==> src/rtl/vec_accu_stage.sv <==
// vec_accu_stage: lane-wise sum of a group of cache lines, held until the write stage takes it.
module vec_accu_stage #(
    parameter int CACHE_WIDTH = 512,
    parameter int DATA_WIDTH  = 32,
    parameter int CNT_WIDTH   = 16
) (
    input  logic                   clk,
    input  logic                   rst,
    input  logic [CNT_WIDTH-1:0]   cfg_len,
    input  logic                   in_valid,
    input  logic [CACHE_WIDTH-1:0] in_data,
    output logic                   in_ready,
    output logic                   out_valid,
    output logic [CACHE_WIDTH-1:0] out_data,
    input  logic                   out_ready,
    output logic [31:0]            grp_cnt,
    output logic                   busy
);
    localparam int LANES = CACHE_WIDTH / DATA_WIDTH;
    typedef enum logic [1:0] {IDLE, ACCUM, HOLD} state_t;
    state_t                 r_state, w_next;
    logic [CNT_WIDTH-1:0]   r_len, r_beat, w_len_nxt, w_beat_nxt;
    logic [CACHE_WIDTH-1:0] r_acc, w_sum;
    logic [31:0]            r_grp;
    logic                   w_accept, w_last;
    assign w_accept   = in_valid && in_ready;
    assign w_len_nxt  = (r_state == IDLE) ? ((cfg_len == '0) ? CNT_WIDTH'(1) : cfg_len) : r_len;
    assign w_beat_nxt = (r_state == IDLE) ? CNT_WIDTH'(1) : r_beat + CNT_WIDTH'(1);
    assign w_last     = w_accept && (w_beat_nxt == w_len_nxt);
    // First beat of a group loads the line; later beats add into the running sum.
    for (genvar k = 0; k < LANES; k++) begin : g_lane
        assign w_sum[k*DATA_WIDTH +: DATA_WIDTH] =
            ((r_state == IDLE) ? DATA_WIDTH'(0) : r_acc[k*DATA_WIDTH +: DATA_WIDTH]) +
            in_data[k*DATA_WIDTH +: DATA_WIDTH];
    end
    always_ff @(posedge clk or negedge rst) begin
        if (!rst) r_state <= IDLE;
        else      r_state <= w_next;
    end
    always_comb begin
        w_next = r_state;
        case (r_state)
            IDLE:    w_next = w_last ? HOLD : (w_accept ? ACCUM : IDLE);
            ACCUM:   w_next = w_last ? HOLD : ACCUM;
            HOLD:    w_next = out_ready ? IDLE : HOLD;
            default: w_next = IDLE;
        endcase
    end
    always_comb begin
        in_ready  = (r_state != HOLD);
        out_valid = (r_state == HOLD);
        busy      = (r_state != IDLE);
        out_data  = r_acc;
        grp_cnt   = r_grp;
    end
    always_ff @(posedge clk or negedge rst) begin
        if (!rst) begin
            r_acc  <= '0;
            r_beat <= '0;
            r_len  <= '0;
            r_grp  <= '0;
        end else begin
            if (w_accept) begin
                r_acc  <= w_sum;
                r_beat <= w_beat_nxt;
                r_len  <= w_len_nxt;
            end
            if (out_valid && out_ready) r_grp <= r_grp + 32'd1;
        end
    end
endmodule

==> config.mk <==
export PLATFORM = sky130hd
export DESIGN_NAME = vec_accu_stage
export DESIGN_NICKNAME = d
export VERILOG_FILES = /design/src/rtl/vec_accu_stage.sv
export SDC_FILE = /design/constraint.sdc
export NUM_CORES = 2
export LEC_CHECK = 0
export ABC_AREA = 0
export CORE_AREA = 5 5 415 417
export CTS_CLUSTER_DIAMETER = 200
export DETAILED_ROUTE_END_ITERATION = 10
export DIE_AREA = 0 0 420 422
export SETUP_SLACK_MARGIN = 0.05
export SYNTH_ARGS = -nofsm -noshare
export SYNTH_HDL_FRONTEND = slang
export SYNTH_SLANG_ARGS = --single-unit
==> constraint.sdc <==
create_clock -name clk -period 11.2 [get_ports clk]
set_clock_uncertainty 0.2 [all_clocks]
set_input_delay 2.24 -clock clk [delete_from_list [all_inputs] [get_ports clk]]
set_output_delay 2.24 -clock clk [all_outputs]
set_load 0.02 [all_outputs]
=== Word level (Yosys, flattened, before mapping) ===
Cells that the tools add are included.
W data, S select, Z words.

* Input port bits: 532
* Logic and storage cells: 57
* Bits in registers: 578

* Equal/unequal tests: 4
* Add/sub/neg operators: 18
* Reduce and logical (&&, ||, !) cells: 6
* Mux-type cells: 24

{| class="wikitable"
|+ Operators with widths
! cell !! number
|-
| $add A32 B32 Y32 || 16
|-
| $mux W32 || 16
|-
| $mux W16 || 3
|-
| $add A32 B1 Y32 const B || 1
|-
| $add A16 B1 Y16 const B || 1
|-
| $eq A16 B16 Y1 || 1
|-
| $logic_not A16 Y1 || 1
|-
| $mux W2 || 3
|-
| $pmux W2 S3 || 1
|-
| $logic_and A1 B1 Y1 || 3
|-
| $eq A2 B1 Y1 const B || 1
|-
| $eq A2 B2 Y1 const B || 1
|-
| $logic_not A2 Y1 || 1
|-
| $ne A2 B2 Y1 const B || 1
|-
| $reduce_bool A2 Y1 || 1
|-
| $mux W1 || 1
|}

=== Logic depth before layout (Yosys ltp) ===
* Word-level depth: 7
* Depth in mapped cells: 18

=== Worst setup path after synthesis ===
Ideal clock, no wire load.

* Kind: input port to flip-flop
* Start point: input port in_data[448]
* End point: register r_acc[472] (netlist: out_data[472])
* Path buffers: 0
* Path slack: 5854 ps
* Stages on the path: 12
* Data arrival time: 5017 ps
* Library setup time: 129 ps
* Cell sequence: ha_1 > fa_1 > a21o_1 > a21o_1 > a2111oi_4 > o21ai_1 > a221o_1 > a31o_4 > a2111oi_4 > o31ai_1 > xnor2_1 > o21ai_1

* Cells in the longest elaborated chain, start to end: 1

{| class="wikitable"
|+ Ends and longest elaborated chain
! what !! RTL line !! RTL
|-
| start: declaration || 11 || <nowiki>input logic [CACHE_WIDTH-1:0] in_data,</nowiki>
|-
| $add A32 B32 Y32 || 33 || <nowiki>((r_state == IDLE) ? DATA_WIDTH'(0) : r_acc[k*DATA_WIDTH +: DATA_WIDTH]) +</nowiki>
|-
| end signal: assignment || 64 || <nowiki>r_acc <= w_sum;</nowiki>
|-
| end: declaration || 23 || <nowiki>logic [CACHE_WIDTH-1:0] r_acc, w_sum;</nowiki>
|}

No other way between the ends.
A chain may end at the register's enable or synchronous reset.

=== Worst setup path after layout ===
* Start point: register r_state[0]
* End point: register r_acc[351] (netlist: out_data[351])

* Cells in the longest elaborated chain, start to end: 3

{| class="wikitable"
|+ Ends and longest elaborated chain
! what !! RTL line !! RTL
|-
| start: declaration || 21 || <nowiki>state_t r_state, w_next;</nowiki>
|-
| start signal: assignment || 38 || <nowiki>else r_state <= w_next;</nowiki>
|-
| $logic_not A2 Y1 || 33 ||
|-
| $mux W32 || 33 ||
|-
| $add A32 B32 Y32 || 33 ||
|}

Parallel ways exist; a longest one is shown, timed or not.

==> metrics list <==
* Synth cell count leaders: 868 x nand2_1, 625 x o21ai_0, 578 x dfrtp_1, 531 x and2_1, 498 x ha_1
* Worst EP required: 11.59 ns
* Unrepaired setup endpoints after global routing: no
- Die boundary height: 422 um
- Layout Nets: 7,950
- Number of distinct library cell variants in the gate-level netlist after synthesis: 83
- Cell Count, Final, Fillers Out: 9,227
* Final critical-path required period: 6.22 ns
- Count of maximum capacitance violations: 0
- Combinational power share: 66.4%
* Min Hold Slack: 0.274 ns
- For this block, the initial DRC count from the detailed router was 2,918.
- The synthesized design devotes to its leading area cell type 29.5% of total area.
- Flip-flop cell with the highest count after synthesis: dfrtp_1
- Cell internal power was estimated by the tool at 10,600 uW.
- Post-CTS timing repair inserted 0 buffers for setup.
* Antenna violations before repair: 53
- Most instantiated library cell after synthesis: nand2_1
* Endpoints failing hold: 0
- For this configuration, the core starts out at a cell density of 29.1%.
- 1,079 I/O pins were placed.
- Routed wire per std cell: 21.0 um
* Share of final-layout standard cells stronger than drive strength 1: 3.17%
* Buffers added on ports: 1,078
* Cells resized by post-CTS repair: 0
- After clock tree synthesis, the clock-pin slew on the worst setup and hold paths is 0.06 ns.
- Final weighted congestion of routability-driven global placement: 0.948
- Dividing the synthesized area by the synthesized cell count gives 8.25 um^2.
* Main area contributors after synthesis: dfrtp_1 30%, ha_1 13%, and2_1 6.8%
* Clock power share: 13.9%
- Total of warnings raised by yosys: 0
- The critical path starts at r_state[0].
* Number of global-route vias before repair: 45,400
- After floorplanning, the core was divided into 151 placement rows.
* Slew margin rel.: 26.1%
* Max-slew violation count: 0
- Clock tree synthesis inserted a total of 82 buffers.
- Setup slack on the critical path of the routed design comes to 4.98 ns.
- Cell taking the most area after synthesis: dfrtp_1
- Number of vias in the routed layout: 47,100
- For this design the total switching power over the nets is 9160 uW.
- The synthesized design contains 0 enable-type register cells.
- CTS Hold Bufs: 0
- Cell area after technology mapping: 0.0490 mm^2
* Skew-Pair Late Insertion Delay: 0.71 ns
- Global routing consumed, over all layers together, 21.0% of the routing resources.
- Synthesized net count: 6,990
- Derived from the worst setup path, the maximum achievable clock frequency is 0.161 GHz.
- Critical path class: register to register
- Sequential share of power: 19.8%
- Startpoint of the most critical hold path: grp_cnt[31]
* Maximum number of pins on one net before global-route repair: 221
- The run finished with clean final reports.
* Floorplan die width: 420 um
* Worst setup EP type: register
- Grt total ovfl: 0
* Gate count after technology mapping: 5,944
- Dividing the detail-routed via count by the number of cells gives 5.11.
- After detailed routing, the total wire length is 194,000 um.
* H-tree levels: 3
* Die area: 0.177 mm^2
- Once detail routing completed, the nets flagged for antenna violations numbered 0.
- The root buffer cell chosen for the clock tree is clkbuf_16.
- TritonCTS built the clock tree.
* Core area: 0.168 mm^2
- Number of clock sinks seen by CTS: 578
- STA classifies the critical path startpoint as a register.
- Along the worst path, the maximum fanout reaches 126.
* Number of remaining DRC errors: 0
- At the end of the flow the core is filled with cells to 38.6%.
- The first global-routing pass estimated 287,000 um of wire.
- In the synthesized netlist the async set-or-reset flop fraction comes to 100%.
- Sum of negative setup slack: 0 ns
- The first detailed-routing pass took 5 iterations.
- After layout, the worst path uses 55.6% of the clock period.
* Number of synthesized register bits: 578
- Before CTS, the worst setup slack after placement is 4.94 ns.
- Data on the critical path arrives at its endpoint at 6.61 ns.
* Switching power share of the total: 46.3%
* Slew @ Worst Pin: 1.11 ns
- Reg-to-reg critical path startpoint: r_state[0]
* DP Wirelength: 152,000 um
* Worst min-delay path category: register to register
- Static leakage: 0.0288 uW
- The clock passes through at most 3 buffers.
- The area growth from synthesis to layout is 32.4%.
* Power density of the placed cells: 305 mW/mm^2
* Portion of the post-synthesis area used by sequential elements: 29.5%
* Cell Count Post-Placement: 9,038
* Highest ir drop seen on vdd: 0.160 mV
- Final setup vio count: 0
==> flip-flops by register name (all words and copies together) (netlist names) <==
name,flops
r_beat,16
r_state,2
out_data,512
r_len,16
grp_cnt,32
==> critical path, cell delays in order, from the launching register on <==
cell and delay, ns:
dfrtp_2 0.81, nor2_2 0.16, inv_8 0.54, buf_4 0.50
buf_4 0.71, and2_1 0.27, ha_1 0.25, a211oi_1 0.26
o21bai_1 0.17, o41ai_1 0.44, a21boi_0 0.28, a21o_1 0.26
a41o_1 0.29, o21ai_0 0.29, a311o_1 0.26, mux2i_1 0.19
nor2_1 0.05
==> routing by layer <==
metal	track usage (%)	wire (um)	up-vias
met1	25.5	80900	22400
li1	-	-	23200
met2	35.0	92200	1221
met5	0	75	-
met4	10.2	9530	12
met3	4.68	11300	324
==> cells by family (layout without fill, tap and decap cells) <==
logic type | after synthesis | count (layout) | share of synthesized area, %
adders and majority gates | 514 | 514 | 13.4
DFF | 578 | 578 | 29.5
buffers and inverters | 358 | 1381 | 2.75
muxes | 26 | 26 | 0.572
AOI/OAI and AO/OA | 1837 | 1837 | 23.5
xor gates and xnor gates | 487 | 487 | 8.70
other | 0 | 42 | 0
and+or+nand+nor | 2144 | 2144 | 21.6
==> final cells by class <==
class | instances | area (um^2)
inverter | 131 | 499
antenna | 42 | 105
fill | 17100 | 103000
multi-input combinational | 5008 | 33200
clock inverter | 24 | 285
clock buffer | 123 | 2460
tap | 2218 | 2780
sequential | 578 | 14500
timing repair buffer | 1103 | 11100
==> cells in the final DEF (no fill, tap or decap), types with 14 or more instances in the layout <==
cell             count
o31ai_1             35
xor2_1             222
a22o_1              14
and2_1             530
dfrtp_1            577
nand2_1            866
o21bai_1            85
a21o_1             294
clkbuf_1            21
ha_1               498
o21a_1              48
or3_1               26
inv_1              130
nor2_1             207
diode_2             42
a211oi_1            52
clkbuf_16           87
mux2_2              16
clkbuf_8            15
nand3_1            131
and3_1              49
clkdlybuf4s50_1   1076
a21oi_1            407
nand2b_1            53
nor3_1              73
buf_4               18
nor4_1              14
fa_1                16
and4_1              19
o211ai_1            41
o21ai_0            625
a31oi_1             42
a211o_1             19
nor2b_1             56
nand4_1             58
xnor2_1            265
==> power by group through the flow <==
stage / combinational, uW / sequential (uW) / clock (uW)
CTS: 13100 / 3910 / 2840
finish: 13100 / 3910 / 2740
detailed placement: 13000 / 3930 / 0
floorplan: 7700 / 4800 / 0
global route: 14400 / 4060 / 2910
global placement: 13000 / 3910 / 0
==> metrics by stage <==
| stage | power [uW] | area [um^2] |
|---|---|---|
| after floorplan | 12500 | 49000 |
| after global placement | 16900 | 62000 |
| after detailed placement | 17000 | 62000 |
| after CTS | 19900 | 64800 |
| after global routing | 21300 | 64900 |
| final | 19800 | 64900 |
==> path summary, 6_finish.rpt <==
check                                end  slack (ns)  depth (start not counted)
min in group asynchronous  out_data[229]        1.32                          1
min                          grp_cnt[31]        0.27                          1
min reg2reg                  grp_cnt[31]        0.27                          1
max in group asynchronous    grp_cnt[23]        7.56                          3
max                        out_data[351]        4.98                         16
max reg2reg                out_data[351]        4.98                         16
(Power assumes the default switching activity.)
